File: src/rtl/geriyaz_birimi.sv
// ============================================================================
//  Module   : geriyaz_birimi
//  Brief    : Writeback stage. Merges memory-stage results and long-latency
//             (mul/div) results into one registered writeback per cycle on
//             the geriyaz_* bus. Long results wait in a 2-entry FIFO; memory
//             results win unless that FIFO is full. Results to x0 are
//             accepted and discarded.
//  Option   : GERIYAZ_SAYAC_EN - adds a 64-bit writeback counter on
//             geriyaz_sayac_o.
//  Revision : 1.0 - initial release
// ============================================================================
`default_nettype none

`ifndef VERI_BIT
`define VERI_BIT 32
`endif
`ifndef YAZMAC_BIT
`define YAZMAC_BIT 5
`endif
`ifndef UOP_TAG_BIT
`define UOP_TAG_BIT 6
`endif

module geriyaz_birimi (
  input  logic                    clk_i,
  input  logic                    rstn_i,
  input  logic [`VERI_BIT-1:0]    bellek_veri_i,
  input  logic [`YAZMAC_BIT-1:0]  bellek_adres_i,
  input  logic [`UOP_TAG_BIT-1:0] bellek_etiket_i,
  input  logic                    bellek_gecerli_i,
  output logic                    bellek_hazir_o,
  input  logic [`VERI_BIT-1:0]    uzun_veri_i,
  input  logic [`YAZMAC_BIT-1:0]  uzun_adres_i,
  input  logic [`UOP_TAG_BIT-1:0] uzun_etiket_i,
  input  logic                    uzun_gecerli_i,
  output logic                    uzun_hazir_o,
  output logic [`VERI_BIT-1:0]    geriyaz_veri_o,
  output logic [`YAZMAC_BIT-1:0]  geriyaz_adres_o,
  output logic [`UOP_TAG_BIT-1:0] geriyaz_etiket_o,
  output logic                    geriyaz_gecerli_o
`ifdef GERIYAZ_SAYAC_EN
  ,output logic [63:0]            geriyaz_sayac_o
`endif
);

  localparam int c_VB = `VERI_BIT;
  localparam int c_AB = `YAZMAC_BIT;
  localparam int c_TB = `UOP_TAG_BIT;
  localparam int c_EW = c_VB + c_AB + c_TB;

  // FIFO storage: entry = {data, address, tag}
  logic [c_EW-1:0] r_fifo [2];
  logic            r_wr;
  logic            r_rd;
  logic [1:0]      r_cnt;

  logic [c_EW-1:0] r_out;
  logic            r_out_valid;

  logic            w_full;
  logic            w_empty;
  logic            w_mem_keep;
  logic            w_long_keep;
  logic            w_push;
  logic            w_pop;
  logic            w_sel_valid;
  logic [c_EW-1:0] w_sel;
  logic [c_EW-1:0] w_mem_ent;
  logic [c_EW-1:0] w_long_ent;

  // Handshakes depend only on the registered count, so no input reaches an output combinationally.
  assign w_full         = (r_cnt == 2'd2);
  assign w_empty        = (r_cnt == 2'd0);
  assign bellek_hazir_o = ~w_full;
  assign uzun_hazir_o   = ~w_full;

  assign w_mem_ent  = {bellek_veri_i, bellek_adres_i, bellek_etiket_i};
  assign w_long_ent = {uzun_veri_i, uzun_adres_i, uzun_etiket_i};

  // Accepted results headed for x0 are swallowed here: they never compete for the output or the FIFO.
  assign w_mem_keep  = bellek_gecerli_i & ~w_full & (bellek_adres_i != '0);
  assign w_long_keep = uzun_gecerli_i   & ~w_full & (uzun_adres_i   != '0);

  // Output selection in priority order: full FIFO drain, memory, FIFO head, long bypass.
  always_comb begin
    w_sel_valid = 1'b0;
    w_sel       = '0;
    w_push      = 1'b0;
    w_pop       = 1'b0;
    if (w_full) begin
      w_sel_valid = 1'b1;
      w_sel       = r_fifo[r_rd];
      w_pop       = 1'b1;
    end else if (w_mem_keep) begin
      w_sel_valid = 1'b1;
      w_sel       = w_mem_ent;
      w_push      = w_long_keep;
    end else if (!w_empty) begin
      w_sel_valid = 1'b1;
      w_sel       = r_fifo[r_rd];
      w_pop       = 1'b1;
      w_push      = w_long_keep;
    end else if (w_long_keep) begin
      w_sel_valid = 1'b1;
      w_sel       = w_long_ent;
    end
  end

  // FIFO pointers, count and storage; reset throws away anything buffered.
  always_ff @(posedge clk_i or negedge rstn_i) begin
    if (!rstn_i) begin
      r_wr      <= 1'b0;
      r_rd      <= 1'b0;
      r_cnt     <= 2'd0;
      r_fifo[0] <= '0;
      r_fifo[1] <= '0;
    end else begin
      if (w_push) begin
        r_fifo[r_wr] <= w_long_ent;
        r_wr         <= ~r_wr;
      end
      if (w_pop) begin
        r_rd <= ~r_rd;
      end
      case ({w_push, w_pop})
        2'b10:   r_cnt <= r_cnt + 2'd1;
        2'b01:   r_cnt <= r_cnt - 2'd1;
        default: r_cnt <= r_cnt;
      endcase
    end
  end

  // Registered writeback bus; valid is recomputed every cycle so each writeback lasts one cycle.
  always_ff @(posedge clk_i or negedge rstn_i) begin
    if (!rstn_i) begin
      r_out       <= '0;
      r_out_valid <= 1'b0;
    end else begin
      r_out       <= w_sel;
      r_out_valid <= w_sel_valid;
    end
  end

  assign geriyaz_veri_o    = r_out[c_EW-1 -: c_VB];
  assign geriyaz_adres_o   = r_out[c_TB +: c_AB];
  assign geriyaz_etiket_o  = r_out[c_TB-1:0];
  assign geriyaz_gecerli_o = r_out_valid;

`ifdef GERIYAZ_SAYAC_EN
  logic [63:0] r_sayac;

  // Counts cycles whose next-cycle writeback is valid; wraps naturally at 2^64.
  always_ff @(posedge clk_i or negedge rstn_i) begin
    if (!rstn_i) begin
      r_sayac <= 64'd0;
    end else if (w_sel_valid) begin
      r_sayac <= r_sayac + 64'd1;
    end
  end

  assign geriyaz_sayac_o = r_sayac;
`endif

endmodule

`default_nettype wire

File: config.mk
export PLATFORM = sky130hd
export DESIGN_NAME = geriyaz_birimi
export DESIGN_NICKNAME = d
export VERILOG_FILES = /design/src/rtl/geriyaz_birimi.sv
export SDC_FILE = /design/constraint.sdc
export NUM_CORES = 1
export LEC_CHECK = 0
export BUFFER_PORTS_ARGS = -buffer_cell sky130_fd_sc_hd__buf_4
export CAP_MARGIN = 20
export CORE_UTILIZATION = 37
export DETAILED_ROUTE_END_ITERATION = 16
export GPL_ROUTABILITY_DRIVEN = 0
export PLACE_DENSITY = 0.61
export SETUP_SLACK_MARGIN = 0.02
export SLEW_MARGIN = 10
export SYNTH_ARGS = -nofsm -noshare
export SYNTH_HDL_FRONTEND = slang
export SYNTH_SLANG_ARGS = --single-unit
export TNS_END_PERCENT = 50
File: constraint.sdc
create_clock -name clk_i -period 3 [get_ports clk_i]
set_input_delay 0.15 -clock clk_i [delete_from_list [all_inputs] [get_ports clk_i]]
set_output_delay 0.15 -clock clk_i [all_outputs]
set_load 0.005 [all_outputs]
==> run metrics, run 1 <==
grt met2 use 0.307; CTS HTree Levels 4; worst-margin pin slew 0.630 ns; vias per cell 5.04; setup TNS 0 ns; Vias 4446; setup violators final 0; share of layout cells above drive strength 1 0.366; cell count after synthesis 410; post-CTS sizing 0; commonest non-fill, non-tap cell in the layout buf_4; DRC viols 0; commonest cells after routing, fill and taps aside buf_4, dfrtp_1, dlygate4sd3_1, mux2_2, nor3_1; r2r startpoint r_cnt[0]; Hold Crit Depth 3; WHS Endpoint r_out[41]; fmax 356 MHz; pre-CTS setup slack 0.533 ns; antenna cells 0; CP max stage cell dfrtp_1; Max-Cap Viols 0; yosys warns 0; Crit. path cell count 6; first-pass GRT wire length 23.5 mm; Setup Fix Bufs, Post-CTS 0; Final Instance Area 8830 sq um; core area 15300 sq um; Setup Skew 0.00683 ns; max_slew headroom 0.573; minimum clock period 2.81 ns; port bufs 135; die width 128 microns; Die Y 128 microns; LEAKAGE 4.02 nW; hpwl dp 8.59 mm; Worst Setup Slack, final 0.193 ns; Arrival @ worst endpoint 3.10 ns; largest net degree at the start of global routing 112; Mapped Area 5830 sq um; M1 GR Usage 0.242; synthesized net count 501; Area Growth Syn to Fin 51.5%; data required time of the worst path 3.29 ns; synth unique cells 29; Syn Area/Cell 14.2 sq um; RSZ-0062 raised after global routing false; Hold Path Class in2reg; Clock Tree Buf Depth 2; final hold viol count 0; crit-path cells nand2b_2, o311a_4, buf_4, nor3_1, a221o_1, dlygate4sd3_1; Top Family by Delay on Critical Path buffers and inverters; crit-path max FO 40; VDD IR max 0.442 mV; Critical Path End Type register; #FFs+latches synth 134; post-DR wirelength/cell 16.3 microns; Bufs and invs on worst path 2; Cell Pwr Density 1030 nW/um^2; GRT overflow 0; GRT busiest layer met2; TritonCTS Buffers 17; total track usage 0.189; Period Utilization, post-route 0.936; slowest stage delay, CP 0.57 ns; r2r setup slk 0.19 ns; antenna violations before repair 0; hold_sp bellek_veri_i[30]; root buf cell clkbuf_16; FP Rows 45; DR pass1 iterations 4; startpoint types register; vias in the first global route 4625; max-slew violations 0; final wirelength 14.4 mm; worst skew pair latency 0.42 ns; GR Layer Usage met3 0.0469; placed inst area 7030 sq um; Setup Crit Path Kind reg2reg; clk sinks 134; RR Endpoint r_out[4]; io pins 136; status finished, final reports clean; Reg2Reg Depth 6; Initial Util 0.381; die area 16300 sq um; nets@finish 750; CTS tree built; Clock transition at path regs 0.05 ns; number of DRC markers in iteration 0 157; post-route ant nets 0; sequential area share after synthesis 0.575
-- worst min-delay path: cells and delay by family --
family / cells / cell delay, ns
buffers and inverters: 1 / 0.08
AO/OA/AOI/OAI: 1 / 0.10
AND/OR/NAND/NOR: 1 / 0.17
-- what timing repair did --
action | in CTS | in global routing
hold buffers | 115 | 0
setup endpoints to repair | 0 | 0
hold endpoints to repair | 237 | 0
-- synthesized netlist by cell type --
cell / count / share of area
buf_2: 6 / 0.0052
a211o_1: 2 / 0.0030
nor2_1: 3 / 0.0019
or3_1: 1 / 0.0011
dfrtp_1: 134 / 0.58
o311a_1: 1 / 0.0017
and3_1: 1 / 0.0011
nor4b_1: 1 / 0.0015
ha_1: 1 / 0.0021
mux2i_1: 43 / 0.074
and2_1: 1 / 0.0011
nand2b_2: 1 / 0.0015
mux2_1: 30 / 0.058
clkbuf_1: 14 / 0.0090
nand2_1: 1 / 0.00064
a221o_1: 42 / 0.072
nor3_1: 44 / 0.038
nor4_4: 1 / 0.0036
o311ai_1: 1 / 0.0015
or4_1: 1 / 0.0013
xnor2_1: 3 / 0.0045
a21oi_1: 1 / 0.00086
buf_6: 8 / 0.015
a211oi_2: 1 / 0.0021
mux2_2: 56 / 0.11
o211ai_2: 1 / 0.0021
buf_4: 7 / 0.0090
xor2_1: 2 / 0.0030
inv_1: 2 / 0.0013
-- kinds of logic (layout without fill, tap and decap cells) --
family,count (synthesis),in the layout,share of synthesized area
DFF,134,134,0.575
AOI/OAI and AO/OA,49,49,0.0835
buffers and inverters,37,299,0.0399
xor gates and xnor gates,5,5,0.00752
muxes,129,129,0.240
adders and majority gates,1,1,0.00215
and+or+nand+nor,55,55,0.0515
-- flip-flops by register name (all words and copies together) (netlist names) --
register,count
geriyaz_gecerli_o,1
r_cnt,2
r_out,43
r_rd,1
r_fifo,86
r_wr,1
-- area by class of cell --
cell class	instances	area (sq um)
clock buffer	18	439
clock inverter	14	183
fill	1264	6480
inverter	2	7.51
multi-input combinational	239	2270
sequential	134	3350
tap	211	264
timing repair buffer	265	2310
-- metrics by stage --
stage               std cells   util  hold slack (ns)  power [mW]
finish                    883  0.577            0.115        9.07
global route              883  0.577            0.125        9.67
CTS                       882  0.575            0.109        9.11
detailed placement        735  0.459            0.381        6.45
global placement          735  0.459            0.362        6.35
floorplan                 410      -           -0.146        5.35
-- worst max path at each step --
stage                      start         end
6_report                r_cnt[0]    r_out[4]
3_5_place_dp   bellek_adres_i[0]  r_fifo[15]
3_3_place_gp   bellek_adres_i[0]  r_fifo[14]
2_1_floorplan           r_cnt[0]    r_cnt[1]
5_1_grt                 r_cnt[0]    r_out[4]
4_1_cts        bellek_adres_i[0]    r_out[4]
-- report_power, final --
| part | total (mW) | leakage, nW | switching (mW) | internal [mW] |
|---|---|---|---|---|
| clock | 2.18 | 0.305 | 0.776 | 1.40 |
| sequential | 3.18 | 1.60 | 0.440 | 2.74 |
| combinational | 3.71 | 2.12 | 1.51 | 2.21 |
-- layer usage --
| metal | vias to the layer above | routed length (microns) |
|---|---|---|
| met5 | - | 0 |
| met3 | 18 | 604 |
| met2 | 114 | 7040 |
| met1 | 2268 | 6520 |
| li1 | 2046 | - |
| met4 | 0 | 246 |
No activity file was read; power rests on OpenSTA's default activity.
==> run 2: changes to the inputs <==
--- a/config.mk
+++ b/config.mk
@@ -7,6 +7,7 @@
 export LEC_CHECK = 0
 export BUFFER_PORTS_ARGS = -buffer_cell sky130_fd_sc_hd__buf_4
 export CAP_MARGIN = 20
+export CORE_ASPECT_RATIO = 2
 export CORE_UTILIZATION = 37
 export DETAILED_ROUTE_END_ITERATION = 16
 export GPL_ROUTABILITY_DRIVEN = 0
==> run metrics, run 2 (synthesis gave the netlist of run 1 again) <==
status finished, final reports clean (unchanged); commonest non-fill, non-tap cell in the layout buf_4 (unchanged); first-pass GRT wire length 24.9 mm (was 23.5 mm); r2r startpoint r_cnt[0] (unchanged); Top Family by Delay on Critical Path buffers and inverters (unchanged); GRT overflow 0 (unchanged); die area 16300 sq um (about the same); RSZ-0062 raised after global routing false (unchanged); startpoint types input port (was register); setup violators final 0 (unchanged); clk sinks 134 (unchanged); most used cell, CP dlygate4sd3_1; share of layout cells above drive strength 1 0.356 (was 0.366); data required time of the worst path 3.34 ns (was 3.29 ns); root buf cell clkbuf_16 (unchanged); crit-path max FO 32 (was 40); Max-Cap Viols 0 (unchanged); Setup Crit Path Kind in2reg (was reg2reg); worst-margin pin slew 0.729 ns (was 0.630 ns); port bufs 135 (unchanged); Vias 4514 (was 4446); VDD IR max 0.469 mV (was 0.442 mV); vias in the first global route 5049 (was 4625); slowest stage delay, CP 0.56 ns (was 0.57 ns); total track usage 0.196 (was 0.189); Hold Path Class in2reg (unchanged); max-slew violations 0 (unchanged); Reg2Reg Depth 6 (unchanged); r2r setup slk 0.22 ns (was 0.19 ns); CTS HTree Levels 4 (unchanged); Clock transition at path regs 0.06 ns (was 0.05 ns); final hold viol count 0 (unchanged); LEAKAGE 3.98 nW (was 4.02 nW); number of DRC markers in iteration 0 143 (was 157); CP max stage cell dlygate4sd3_1 (was dfrtp_1); largest net degree at the start of global routing 79 (was 112); total of fill cells in the finished design 1296 (was 1264); final wirelength 15.6 mm (was 14.4 mm); Cell Pwr Density 1020 nW/um^2 (was 1030 nW/um^2); Register Area 3350 sq um (unchanged); Setup Skew 0.00770 ns (was 0.00683 ns); crit-path cells dlygate4sd3_1, buf_4, or3_1, o311a_4, nor4_4, buf_6, a221o_1, dlygate4sd3_1 (was nand2b_2, o311a_4, buf_4, nor3_1, a221o_1, dlygate4sd3_1); Bufs and invs on worst path 4 (was 2); fmax 351 MHz (was 356 MHz); hpwl dp 9.19 mm (was 8.59 mm); io pins 136 (unchanged); CTS tree built (unchanged); Regs by FF count r_fifo (86), r_out (43), r_cnt (2) (unchanged); vias per cell 5.19 (was 5.04); Clock Tree Buf Depth 2 (unchanged); nets@finish 749 (was 750); TritonCTS Buffers 17 (unchanged); commonest cells after routing, fill and taps aside buf_4, dfrtp_1, dlygate4sd3_1, mux2_2, nor3_1 (unchanged); setup TNS 0 ns (unchanged); Period Utilization, post-route 0.948 (was 0.936); antenna violations before repair 0 (unchanged); Top reg by flops r_fifo (unchanged); area of the multi-input gates 2280 sq um (was 2270 sq um); WHS Endpoint r_fifo[10] (was r_out[41]); hold_sp uzun_adres_i[4] (was bellek_veri_i[30]); Area Growth Syn to Fin 50.7% (was 51.5%); FP Rows 64 (was 45); minimum clock period 2.85 ns (was 2.81 ns); Hold Crit Depth 2 (was 3); DR pass1 iterations 7 (was 4); Initial Util 0.379 (was 0.381); die width 90.7 microns (was 128 microns); worst skew pair latency 0.42 ns (about the same); RR Endpoint r_out[26] (was r_out[4]); Critical Path End Type register (unchanged); flip-flop count of the largest register after layout 86 (unchanged); Arrival @ worst endpoint 3.19 ns (was 3.10 ns); pre-CTS setup slack 0.495 ns (was 0.533 ns); post-route ant nets 0 (unchanged); Die Y 179 microns (was 128 microns); Worst Setup Slack, final 0.155 ns (was 0.193 ns); antenna cells 0 (unchanged); worst hold margin 0.0150 ns (was 0.115 ns); DRC viols 0 (unchanged); max_slew headroom 0.514 (was 0.573); post-DR wirelength/cell 17.9 microns (was 16.3 microns); core area 15400 sq um (was 15300 sq um)
==> run 2: cell count changes in the layout (fill, tap and decap cells not counted), moves of 4 or more <==
cell / before / now
buf_12: 1 / 6
buf_4: 147 / 136
bufinv_16: 4 / 0
clkinv_2: 6 / 2
dlygate4sd3_1: 115 / 119
==> run 2: cell type report <==
type | instances | share of cell area
clock buffer | 19 | 0.0493
inverter | 2 | 0.000855
tap | 198 | 0.0282
multi-input combinational | 240 | 0.260
sequential | 134 | 0.382
clock inverter | 13 | 0.0117
timing repair buffer | 263 | 0.268
==> run 2: how the worst max path moves through the flow <==
stage                      start          to  slack (ns)  depth (start not counted)
4_1_cts        bellek_adres_i[0]   r_out[28]        0.13                          8
3_3_place_gp   bellek_adres_i[0]  r_fifo[13]        0.53                          6
6_report       bellek_adres_i[0]   r_out[23]        0.15                          8
3_5_place_dp   bellek_adres_i[0]  r_fifo[15]        0.50                          6
5_1_grt        bellek_adres_i[0]   r_out[26]        0.09                          8
2_1_floorplan           r_cnt[0]    r_cnt[1]        0.99                          9
==> run 2: repair_timing <==
action	CTS	global route
hold buffers	119	0
setup buffers	0	0
setup endpoints to repair	0	5
hold endpoints to repair	198	0
gates resized for setup	0	1
==> run 2: where the power goes <==
part / leakage [nW] / switching, mW / internal [mW]
Sequential: 1.60 / 0.512 / 2.74
Combinational: 2.13 / 1.51 / 2.29
Clock: 0.254 / 0.815 / 1.06
==> run 2: stage by stage <==
stage	instances	cell area, sq um	power [mW]	utilization
finish	869	8780	8.93	0.571
global route	869	8780	9.48	0.571
CTS	868	8770	8.97	0.570
detailed placement	717	7040	6.55	0.458
global placement	717	7040	6.40	0.458
floorplan	410	5830	5.35	-
==> run 2: metal layers <==
| metal | GRT usage | wire length (microns) |
|---|---|---|
| met1 | 0.201 | 5760 |
| met2 | 0.367 | 8770 |
| met3 | 0.0355 | 429 |
| met4 | 0.106 | 604 |
| met5 | 0 | 0 |
